**src/rtl/ether_pkg.sv**
```systemverilog
// Shared Ethernet receive definitions: framer state encoding, RMII sample record
// and preamble/SFD dibit constants.
package ether_pkg;

  typedef enum logic [1:0] {
    DROP,
    IDLE,
    PRE,
    BODY
  } rx_state_e;

  typedef struct packed {
    logic       crsdv;
    logic [1:0] rxd;
  } rmii_smp_t;

  localparam logic [1:0] PREAMBLE_DIBIT  = 2'b01;
  localparam logic [1:0] SFD_LAST_DIBIT  = 2'b11;
  localparam int         DIBITS_PER_BYTE = 4;

endpackage

```
**src/rtl/rmii_rx_framer.sv**
```systemverilog
// RMII receive framer: strips preamble/SFD, resolves CRS_DV toggling at carrier
// loss and emits frame-body dibits with sof/eof/err markers at a fixed latency.
module rmii_rx_framer
  import ether_pkg::*;
#(
  parameter int MIN_PREAMBLE = 4,
  parameter int MAX_DIBITS   = 6088
) (
  input  logic       clk,
  input  logic       rst,
  input  logic       crsdv,
  input  logic [1:0] rxd,
  output logic       axiov,
  output logic [1:0] axiod,
  output logic       sof,
  output logic       eof,
  output logic       err
);

  localparam int CW = $clog2(MAX_DIBITS + 1);
  localparam int PW = $clog2(MIN_PREAMBLE + 1);
  localparam logic [CW-1:0] CNT_LAST = CW'(MAX_DIBITS - 1);
  localparam logic [PW-1:0] PRE_SAT  = PW'(MIN_PREAMBLE);

  rmii_smp_t     s0, hold;
  rx_state_e     state, state_nx;
  logic [PW-1:0] pre_cnt, pre_cnt_nx;
  logic [CW-1:0] cnt, cnt_nx;
  logic          emit, sof_nx, trunc_nx, trunc_q;
  logic          is_data, at_end;

  // crsdv resets high so DROP only leaves after two genuine low samples
  always_ff @(posedge clk or posedge rst) begin
    if (rst) begin
      s0   <= '{crsdv: 1'b1, rxd: 2'b00};
      hold <= '{crsdv: 1'b1, rxd: 2'b00};
    end else begin
      s0   <= {crsdv, rxd};
      hold <= s0;
    end
  end

  // hold is the dibit under decision, s0 is its successor
  assign is_data = hold.crsdv | s0.crsdv;
  assign at_end  = ~hold.crsdv & ~s0.crsdv;

  always_comb begin
    state_nx   = state;
    pre_cnt_nx = pre_cnt;
    cnt_nx     = cnt;
    emit       = 1'b0;
    trunc_nx   = 1'b0;
    case (state)
      DROP: if (at_end) state_nx = IDLE;
      IDLE: begin
        if (hold.crsdv) begin
          if (hold.rxd == PREAMBLE_DIBIT) begin
            state_nx   = PRE;
            pre_cnt_nx = PW'(1);
          end else if (hold.rxd[1]) begin
            state_nx = DROP;
          end
        end
      end
      PRE: begin
        if (!hold.crsdv) begin
          state_nx = IDLE;
        end else if (hold.rxd == PREAMBLE_DIBIT) begin
          if (pre_cnt != PRE_SAT) pre_cnt_nx = pre_cnt + 1'b1;
        end else if (hold.rxd == SFD_LAST_DIBIT && pre_cnt >= PRE_SAT) begin
          state_nx = BODY;
          cnt_nx   = '0;
        end else begin
          state_nx = DROP;
        end
      end
      BODY: begin
        if (is_data) begin
          emit   = 1'b1;
          cnt_nx = cnt + 1'b1;
          if (cnt == CNT_LAST) begin
            trunc_nx = 1'b1;
            state_nx = DROP;
          end
        end else begin
          state_nx = IDLE;
        end
      end
      default: state_nx = DROP;
    endcase
    sof_nx = emit && (cnt == '0);
  end

  always_ff @(posedge clk or posedge rst) begin
    if (rst) begin
      state   <= DROP;
      pre_cnt <= '0;
      cnt     <= '0;
      axiov   <= 1'b0;
      axiod   <= 2'b00;
      sof     <= 1'b0;
      trunc_q <= 1'b0;
    end else begin
      state   <= state_nx;
      pre_cnt <= pre_cnt_nx;
      cnt     <= cnt_nx;
      axiov   <= emit;
      axiod   <= emit ? hold.rxd : 2'b00;
      sof     <= sof_nx;
      trunc_q <= trunc_nx;
    end
  end

  // End of frame is only known once the two samples after the emitted dibit are in
  assign eof = axiov & (trunc_q | (state == BODY && at_end));
  assign err = eof & (trunc_q | ((cnt % CW'(DIBITS_PER_BYTE)) != '0));

endmodule
```
**config.mk**
```make
export PLATFORM = sky130hd
export DESIGN_NAME = rmii_rx_framer
export DESIGN_NICKNAME = d
export VERILOG_FILES = /design/src/rtl/ether_pkg.sv /design/src/rtl/rmii_rx_framer.sv
export SDC_FILE = /design/constraint.sdc
export NUM_CORES = 1
export LEC_CHECK = 0
export BUFFER_PORTS_ARGS = -buffer_cell sky130_fd_sc_hd__buf_4
export CAP_MARGIN = 25
export CORE_MARGIN = 5
export CORE_UTILIZATION = 55
export CTS_BUF_LIST = sky130_fd_sc_hd__clkbuf_16
export CTS_CLUSTER_DIAMETER = 120
export CTS_CLUSTER_SIZE = 28
export DETAILED_ROUTE_END_ITERATION = 6
export PLACE_DENSITY = 0.78
export SLEW_MARGIN = 20
export SYNTH_ARGS = -nofsm -noshare
export SYNTH_HDL_FRONTEND = slang
export SYNTH_SLANG_ARGS = --single-unit
```
**constraint.sdc**
```tcl
create_clock -name clk -period 1.95 [get_ports clk]
set_clock_uncertainty 0.15 [all_clocks]
set_input_delay 0.0975 -clock clk [delete_from_list [all_inputs] [get_ports clk]]
set_output_delay 0.0975 -clock clk [all_outputs]
set_load 0.01 [all_outputs]
```
# Yosys cells after proc, flatten, opt, wreduce, memory -nomap -nowiden

Index checks and enable logic that the tools add are counted.

Bits in latches: 0
ROM bits: 0
Register bits: 29
Logic and storage cells: 79
Memories: 0
RAM bits: 0
Output and inout bits: 6

Reductions and logical operators: 11
Equality and inequality tests: 19
Multiply operators: 0
Add/sub/neg operators: 2
Magnitude comparators: 1
Shift-type cells: 0
Bitwise logic cells: 8
Divide/modulo/power cells: 0
Muxes and demuxes: 27

Operator list:

| operator                                                         | number |
|---|---|
| 13-bit two-way mux                                               | 4 |
| 13-bit case mux with 2 select lines                              | 1 |
| 2-bit two-way mux                                                | 10 |
| 2-bit inequality test (second input constant)                    | 9 |
| 3-bit two-way mux                                                | 5 |
| 13-bit by 1-bit adder with 13-bit output (second input constant) | 1 |
| 13-bit == test (second input constant)                           | 1 |
| 13-bit zero test                                                 | 1 |
| 13-bit nonzero test                                              | 1 |
| 3-bit inequality test (second input constant)                    | 4 |
| 5-bit AND reduction                                              | 2 |
| 2-bit case mux with 4 select lines                               | 1 |
| 2-bit == test (second input constant)                            | 3 |
| 3-bit case mux with 2 select lines                               | 1 |
| 6-bit AND reduction                                              | 1 |
| 1-bit two-way mux                                                | 5 |
| 2-bit by 1-bit == test with 1-bit output (second input constant) | 2 |
| 2-bit nonzero test                                               | 2 |
| 3-bit by 1-bit adder with 3-bit output (second input constant)   | 1 |
| 1-bit AND                                                        | 3 |
| 3-bit >= comparator (second input constant)                      | 1 |
| 1-bit logical AND                                                | 3 |
| 1-bit OR                                                         | 3 |
| 2-bit zero test                                                  | 1 |
| 1-bit inverter                                                   | 2 |

# Depth between registers and ports, before layout

Gate-level depths: netlist (run 1).

Depth after elaboration: 6
Mapped depth: 6
Gate-level depth less buffers: 6

# Worst setup path before layout (run 1)

Ideal clock, no wire load.

Path type: register to register
From: register hold[2] (netlist name)
To: register cnt[10]
Path slack: 221 ps
Clock period less this slack: 1729 ps
Stages on the path, launching flop included: 7
Required time: 1721 ps
Arrival: 1499 ps
Path through: dfstp_2 > buf_4 > o21a_1 > a21oi_2 > buf_2 > nor4_1 > mux2i_1

Word-level cells in the longest chain between the ends: 3

RTL lines:

| item                              | line                  | RTL |
|---|---|---|
| start, declared                   | rmii_rx_framer.sv:25  | `rmii_smp_t s0, hold;` |
| start signal, assigned            | rmii_rx_framer.sv:36  | `hold <= '{crsdv: 1'b1, rxd: 2'b00};` |
| 1-bit OR                          | rmii_rx_framer.sv:44  | `assign is_data = hold.crsdv \| s0.crsdv;` |
| 2-bit inequality test (no line)   | n/a                   |  |
| 5-bit AND reduction (no line) (*) | n/a                   |  |
| end signal, assigned              | rmii_rx_framer.sv:106 | `cnt <= cnt_nx;` |
| end, declared                     | rmii_rx_framer.sv:28  | `logic [CW-1:0] cnt, cnt_nx;` |

Every way passes the cells marked *; elsewhere a longest branch is shown, timed or not.
A chain may end at the register's enable or synchronous reset.

# Final worst setup path (run 1)

From: register hold[2] (netlist name)
To: register cnt[5]

The elaborated chain is that of the path after synthesis.

==> run summary, run 1 <==
SYNTHESIS
---------------------------------------------------------------------------------
Yosys cell types                                                               42
Number of register bits inferred by synthesis                                  29
Count leader, synth                                                  sky130_fd_sc_hd__dfrtp_1
Number of flops mapped to enable cells by yosys                                 0
Synthesized netlist net count                                                 193
Mapped cell area                                                       1760 sq um
Instance count of the mapped netlist                                          184
Share of the synthesized area in the top cell type                          38.5%
Commonest cells post-synth                                           27 x sky130_fd_sc_hd__dfrtp_1, 18 x sky130_fd_sc_hd__o41ai_1, 17 x sky130_fd_sc_hd__inv_1
Synthesis Warnings                                                              0
Leading area contributor after synthesis                             sky130_fd_sc_hd__dfrtp_1
Top flip-flop cell by instance count after synthesis                 sky130_fd_sc_hd__dfrtp_1
Syn avg cell area                                                      9.54 sq um
Portion of the post-synthesis area used by sequential elements              41.5%
Top post-synthesis cells by area                                     sky130_fd_sc_hd__dfrtp_1 38%, sky130_fd_sc_hd__o41ai_1 9.0%, sky130_fd_sc_hd__mux2i_1 7.4%, sky130_fd_sc_hd__inv_1 3.6%, sky130_fd_sc_hd__nor4_1 3.6%
Asr flop ratio synth                                                         100%

PWR
---------------------------------------------------------------------------------
Power density relative to cell area                                   905 nW/um^2
Static leakage                                                           0.893 nW
Power Total                                                               1.91 mW
Maximum vdd drop                                                         0.560 mV

DRT
---------------------------------------------------------------------------------
Number of optimization iterations in the first detailed-route pass              4
Total routed wirelength                                              4040 microns
Number of vias after detailed routing                                        1560
Number of DRC violations after detailed-routing iteration 0                   108
Via density                                                                  6.27
Number of remaining DRC errors                                                  0
Routed length per placed instance                                    16.2 microns
Residual antenna-violating net count after detailed routing                     0

PLACEMENT
---------------------------------------------------------------------------------
Post-detailed-placement cell area                                      1910 sq um
Cell count after placement                                                    236
Global placement routability congestion                                     0.933
Setup WS pre-CTS                                                          42.5 ps
HPWL after detailed placement                                        2820 microns
Port Buf Inserts                                                               10

TIMING
---------------------------------------------------------------------------------
Top achievable clock speed                                                535 MHz
Post-route minimum period                                                 1870 ps
Post-route setup slack                                                    80.4 ps
Max-slew violation count                                                        0
Number of hold violations in the final report                                   0
Final period utilization                                                    95.9%
Final setup vio count                                                           0
Worst slew margin relative to its limit                                     58.2%
Setup repair after global routing missed its margin                         false
Hold Worst Slack                                                           200 ps
Aggregate negative setup slack                                               0 ps
Transition at the pin with the smallest max-transition slack               627 ps

CLOCKING
---------------------------------------------------------------------------------
Count of clock tree sinks                                                      29
Number of H-tree levels                                                         2
Max Buffers Root-to-Sink                                                        2
Insertion delay to the later sink of the worst-skew pair                   270 ps
Clock-pin slew on the worst setup and hold paths                            50 ps
Clock root buffer                                                    sky130_fd_sc_hd__clkbuf_16
CTS tree                                                                     done
Num CTS Buffers                                                                 5

FINAL LAYOUT
---------------------------------------------------------------------------------
Final layout net count                                                        213
Antenna Diode Count                                                             0
Final Cell Area                                                        2110 sq um
Share of cells above drive strength 1                                       19.0%
Final core area utilization                                                 69.2%
Number of filler cells placed in the layout                                   230
Area grow syn2layout                                                        20.3%
Number of cells in the finished layout apart from fillers                     249

MIN PATH
---------------------------------------------------------------------------------
Kind of path behind the tightest hold check                          register to register

GLOBAL ROUTING
---------------------------------------------------------------------------------
First-pass GRT wire length                                           7020 microns
Via count of the first global-routing pass                                   1483
Antenna violations before repair                                                0
Total routing resource utilization after global routing                     20.9%
Largest net degree at the start of global routing                              30
Total gr overflow                                                               0

WORST SETUP PATH
---------------------------------------------------------------------------------
Critical path launch point type                                          register
Kind of critical path                                                register to register
Crit path DAT                                                             1890 ps
CP max FO                                                                      13
Endpoint type of the worst setup path                                    register
CP Data Required Time                                                     1970 ps

RUN
---------------------------------------------------------------------------------
Count of max-cap constraint violations                                          0

FLOORPLANNING
---------------------------------------------------------------------------------
Effective utilization at floorplan                                          57.5%
Die Footprint                                                          4420 sq um
Die Span X                                                           66.5 microns
Core region area                                                       3050 sq um
Number of I/O pins                                                             11
Std-Cell Rows                                                                  20
Die boundary height                                                  66.5 microns

STATUS
---------------------------------------------------------------------------------
Status                                                               finished, final reports clean

==> critical path, stage by stage (launching register included) <==
cell                       delay, ps
sky130_fd_sc_hd__dfstp_2         600
sky130_fd_sc_hd__o21a_1          170
sky130_fd_sc_hd__a21oi_2         110
sky130_fd_sc_hd__or3_4           440
sky130_fd_sc_hd__o311ai_2        290
==> placed cells by master, fill, tap and decap left out, types with 3 or more instances in the layout <==
cell and instances:
sky130_fd_sc_hd__nand2_1 11, sky130_fd_sc_hd__nand4_1 6, sky130_fd_sc_hd__dfrtp_1 26, sky130_fd_sc_hd__o21ai_0 3
sky130_fd_sc_hd__nor4_1 10, sky130_fd_sc_hd__ha_1 4, sky130_fd_sc_hd__and2_1 7, sky130_fd_sc_hd__nor2_1 7
sky130_fd_sc_hd__o41ai_1 18, sky130_fd_sc_hd__mux2i_1 13, sky130_fd_sc_hd__and3_1 6, sky130_fd_sc_hd__nand3_1 6
sky130_fd_sc_hd__o21a_1 3, sky130_fd_sc_hd__clkbuf_16 5, sky130_fd_sc_hd__inv_1 19, sky130_fd_sc_hd__dlygate4sd3_1 4
sky130_fd_sc_hd__buf_4 20, sky130_fd_sc_hd__nand2b_1 4
==> where the power goes <==
part | total [mW] | switching [mW] | internal, mW
Sequential | 0.712 | 0.0550 | 0.657
Combinational | 0.500 | 0.306 | 0.193
Clock | 0.700 | 0.244 | 0.456
==> repair_timing <==
item / 4_1_cts / 5_1_grt
gates resized for setup: 3 / 2
setup endpoints to repair: 1 / 2
buffers inserted: 0 / 1
hold buffers: 4 / 0
endpoints found under the hold margin: 30 / 0
==> cell families (layout without fill, tap and decap cells) <==
group                    after synthesis  in the layout  synth area share [%]
AO/OA/AOI/OAI                         38             38                  17.2
buffers and inverters                 30             51                  6.98
flip-flops                            29             29                  41.5
adder cells (fa/ha/maj)                4              4                  2.85
multiplexers                          14             14                  8.05
AND/OR/NAND/NOR                       69             69                  23.4
==> routing by layer <==
metal | GRT usage [%] | up-vias | routed length [microns]
li1 | - | 730 | -
met1 | 26.5 | 764 | 1730
met2 | 33.5 | 57 | 2000
met3 | 5.56 | 9 | 238
met4 | 8.88 | 0 | 69
met5 | 0 | - | 0
==> final timing paths <==
kind	cells past startpoint	slack (ps)	endpoint	from
worst min register to register	0	200	hold[1]	s0[1]
worst max register to register	4	80	cnt[5]	hold[2]
min in group asynchronous	4	300	cnt[3]	rst
worst min-delay path	0	200	hold[1]	s0[1]
worst max-delay path	4	80	cnt[5]	hold[2]
max in group asynchronous	4	1040	hold[2]	rst
==> sequential cells by signal, summed over array words and instances (netlist names) <==
signal	flops
trunc_q	1
pre_cnt	3
sof	1
axiod	2
hold	3
s0	3
cnt	13
state	2
axiov	1
==> area by class of cell <==
class / count / area [sq um] / share of cell area (%)
well taps: 44 / 55.1 / 2.61
multi-input cells: 125 / 917 / 43.4
inverters: 17 / 63.8 / 3.02
clock buffers: 5 / 125 / 5.92
repair buffers: 26 / 210 / 9.95
clock inverters: 3 / 11.3 / 0.533
flip-flops and latches: 29 / 729 / 34.5
Note: power is estimated with default switching activity, not from simulation.
==> inputs of run 2 (changes only) <==
--- a/config.mk
+++ b/config.mk
@@ -16,2 +16,3 @@
 export PLACE_DENSITY = 0.78
+export SKIP_LAST_GASP = 1
 export SLEW_MARGIN = 20
==> constraint.sdc (replaced) <==
create_clock -name clk -period 1.95 [get_ports clk]
set_clock_uncertainty 0.15 [all_clocks]
set_input_delay 0.39 -clock clk [delete_from_list [all_inputs] [get_ports clk]]
set_output_delay 0.39 -clock clk [all_outputs]
set_load 0.01 [all_outputs]
==> run 2 against run 1 <==
  * First-iteration DRC count decreased by 2.8%
  * Register-to-register slack got worse by 30 ps
  * Die area unchanged
  * Combinational power decreased by 5.2%
  * Via count decreased by 2.9%
  * Core utilization decreased by 0.20 points
  * Worst setup slack got worse by 53 ps
  * Critical path depth unchanged
  * Fmax decreased by 2.7%
  * Hold slack got worse by 160 ps
  * Largest power group is now the clock network
==> run summary, run 2 (synthesized netlist as in run 1, its figures left out) <==
CLOCKING
-------------------------------------------------------------------------------------
Num CTS Buffers                                                                     5   unchanged
Count of clock tree sinks                                                          29   unchanged
Number of H-tree levels                                                             2   unchanged
Clock root buffer                                                        sky130_fd_sc_hd__clkbuf_16
CTS tree                                                                         done
Clock-pin slew on the worst setup and hold paths                                50 ps   about the same
Max Buffers Root-to-Sink                                                            2   unchanged
Insertion delay to the later sink of the worst-skew pair                       280 ps   about the same
Hold-fix buffer count after cts                                                     0   -4

FINAL LAYOUT
-------------------------------------------------------------------------------------
Leading cell types in the layout, fill and taps excluded                 27 x sky130_fd_sc_hd__dfrtp_1, 22 x sky130_fd_sc_hd__buf_4, 19 x sky130_fd_sc_hd__inv_1
Area grow syn2layout                                                            20.0%
Final Cell Area                                                            2110 sq um   -0.30%
Share of cells above drive strength 1                                           20.3%   +1.3 points
Antenna Diode Count                                                                 0   unchanged
Max reg flops                                                                      13   unchanged
Number of filler cells placed in the layout                                       250   +8.7%
Biggest register                                                                  cnt
Final layout net count                                                            210   -1.4%
Most frequent standard cell in the layout excluding fill and tap cells   sky130_fd_sc_hd__dfrtp_1

FLOORPLANNING
-------------------------------------------------------------------------------------
Die Span X                                                               66.5 microns   unchanged
Die Footprint                                                              4420 sq um   unchanged
Std-Cell Rows                                                                      20   unchanged
Effective utilization at floorplan                                              57.5%   unchanged
Number of I/O pins                                                                 11   unchanged
Core region area                                                           3050 sq um   unchanged
Die boundary height                                                      66.5 microns   unchanged

DRT
-------------------------------------------------------------------------------------
Routed length per placed instance                                        16.4 microns   +0.82%
Number of DRC violations after detailed-routing iteration 0                       105   -2.8%
Number of remaining DRC errors                                                      0   unchanged
Via density                                                                      6.16   -1.7%
Number of vias after detailed routing                                            1515   -2.9%
Number of optimization iterations in the first detailed-route pass                  4   unchanged
Residual antenna-violating net count after detailed routing                         0   unchanged
Total routed wirelength                                                  4030 microns   -0.40%

TIMING
-------------------------------------------------------------------------------------
Transition at the pin with the smallest max-transition slack                   575 ps   -51.9 ps
Final setup vio count                                                               0   unchanged
Post-route minimum period                                                     1920 ps   +52.8 ps
Max-slew violation count                                                            0   unchanged
Final period utilization                                                        98.6%   +2.7 points
Top achievable clock speed                                                    520 MHz   -2.7%
Worst slew margin relative to its limit                                         61.6%   +3.4 points
Post-route setup slack                                                        27.6 ps   -52.8 ps
Setup repair after global routing missed its margin                              true
Number of hold violations in the final report                                       0   unchanged

RUN
-------------------------------------------------------------------------------------
Count of max-cap constraint violations                                              0   unchanged

PLACEMENT
-------------------------------------------------------------------------------------
Port Buf Inserts                                                                   10   unchanged
Setup WS pre-CTS                                                              93.7 ps   +51.3 ps
HPWL after detailed placement                                            2720 microns   -3.5%
Post-detailed-placement cell area                                          1910 sq um   unchanged
Global placement routability congestion                                         0.872   -6.5%

WORST SETUP PATH
-------------------------------------------------------------------------------------
Crit-path max cell delay                                                       570 ps   -30 ps
CP max FO                                                                           5   -8
Slowest-stage cell, CP                                                   sky130_fd_sc_hd__dfstp_2
CP Data Required Time                                                         1410 ps   -560 ps
List of cells traversed by the critical path                             nor3_1 -> o21a_1 -> a21boi_2 -> buf_4
Crit path DAT                                                                 1380 ps   -510 ps
Worst reg-to-reg setup slack                                                    50 ps   -30 ps
Endpoint type of the worst setup path                                    primary output
Kind of critical path                                                    register to primary output
Critical path launch point type                                              register

GLOBAL ROUTING
-------------------------------------------------------------------------------------
Total routing resource utilization after global routing                         21.7%   +0.77 points
Largest net degree at the start of global routing                                  32   +6.7%
Via count of the first global-routing pass                                       1548   +4.4%
First-pass GRT wire length                                               7230 microns   +2.9%
Antenna violations before repair                                                    0   unchanged
Total gr overflow                                                                   0   unchanged

STATUS
-------------------------------------------------------------------------------------
Status                                                                   finished, final reports clean

PWR
-------------------------------------------------------------------------------------
Static leakage                                                               0.891 nW   -0.25%
Maximum vdd drop                                                             0.703 mV   +25%
Power density relative to cell area                                       894 nW/um^2   -1.3%

MIN PATH
-------------------------------------------------------------------------------------
Kind of path behind the tightest hold check                              input port to async pin

==> run 2: area by class of cell <==
cell class | count | area, sq um | share of cell area [%]
inverter | 17 | 63.8 | 3.03
multi-input combinational | 125 | 937 | 44.5
tap | 44 | 55.1 | 2.61
clock buffer | 5 | 125 | 5.94
timing repair buffer | 23 | 185 | 8.79
sequential | 29 | 728 | 34.6
clock inverter | 3 | 11.3 | 0.535
==> run 2: metal layers <==
| metal | GRT usage [%] | vias to the layer above | wire length (microns) |
|---|---|---|---|
| met5 | 0 | - | 0 |
| met4 | 9.39 | 0 | 58 |
| met3 | 5.23 | 7 | 177 |
| met2 | 35.3 | 34 | 1960 |
| met1 | 27.2 | 741 | 1830 |
| li1 | - | 733 | - |
==> run 2: per-stage QoR <==
step           hold slack (ps)  utilization, %  setup TNS [ps]  power [mW]  std cells
5_1_grt                   61.7            69.0            -107        1.99        246
3_3_place_gp               186            62.5               0        1.12        236
4_1_cts                   54.4            67.9               0        1.88        246
2_1_floorplan              181               -               0        1.04        184
3_5_place_dp               186            62.5               0        1.15        236
6_report                  42.9            69.0               0        1.88        246
==> run 2: worst paths after layout <==
| path | from | end | depth (start not counted) |
|---|---|---|---|
| hold reg to reg | s0[0] | hold[0] | 0 |
| hold / removal | rst | s0[0] | 3 |
| setup / recovery | s0[2] | err | 4 |
| setup reg to reg | hold[2] | cnt[5] | 5 |
| max in group asynchronous | rst | hold[2] | 3 |
| min in group clk | rxd[0] | s0[0] | 1 |
==> run 2: repair_timing <==
| action | CTS | global route |
|---|---|---|
| resized for setup | 1 | 5 |
| setup endpoints to repair | 1 | 5 |
| setup buffers | 2 | 0 |
| pin swaps | 0 | 0 |
==> run 2: power by group <==
part	leakage, nW	switching, mW	internal (mW)
sequential	0.382	0.0453	0.655
combinational	0.436	0.308	0.165
clock	0.0738	0.252	0.456
==> run 2: worst max-delay path: cells and delay by family, from the launching register on <==
family / cells / cell delay (ps)
buf+inv: 1 / 140
compound gates: 2 / 340
flops: 1 / 570
simple gates: 1 / 60
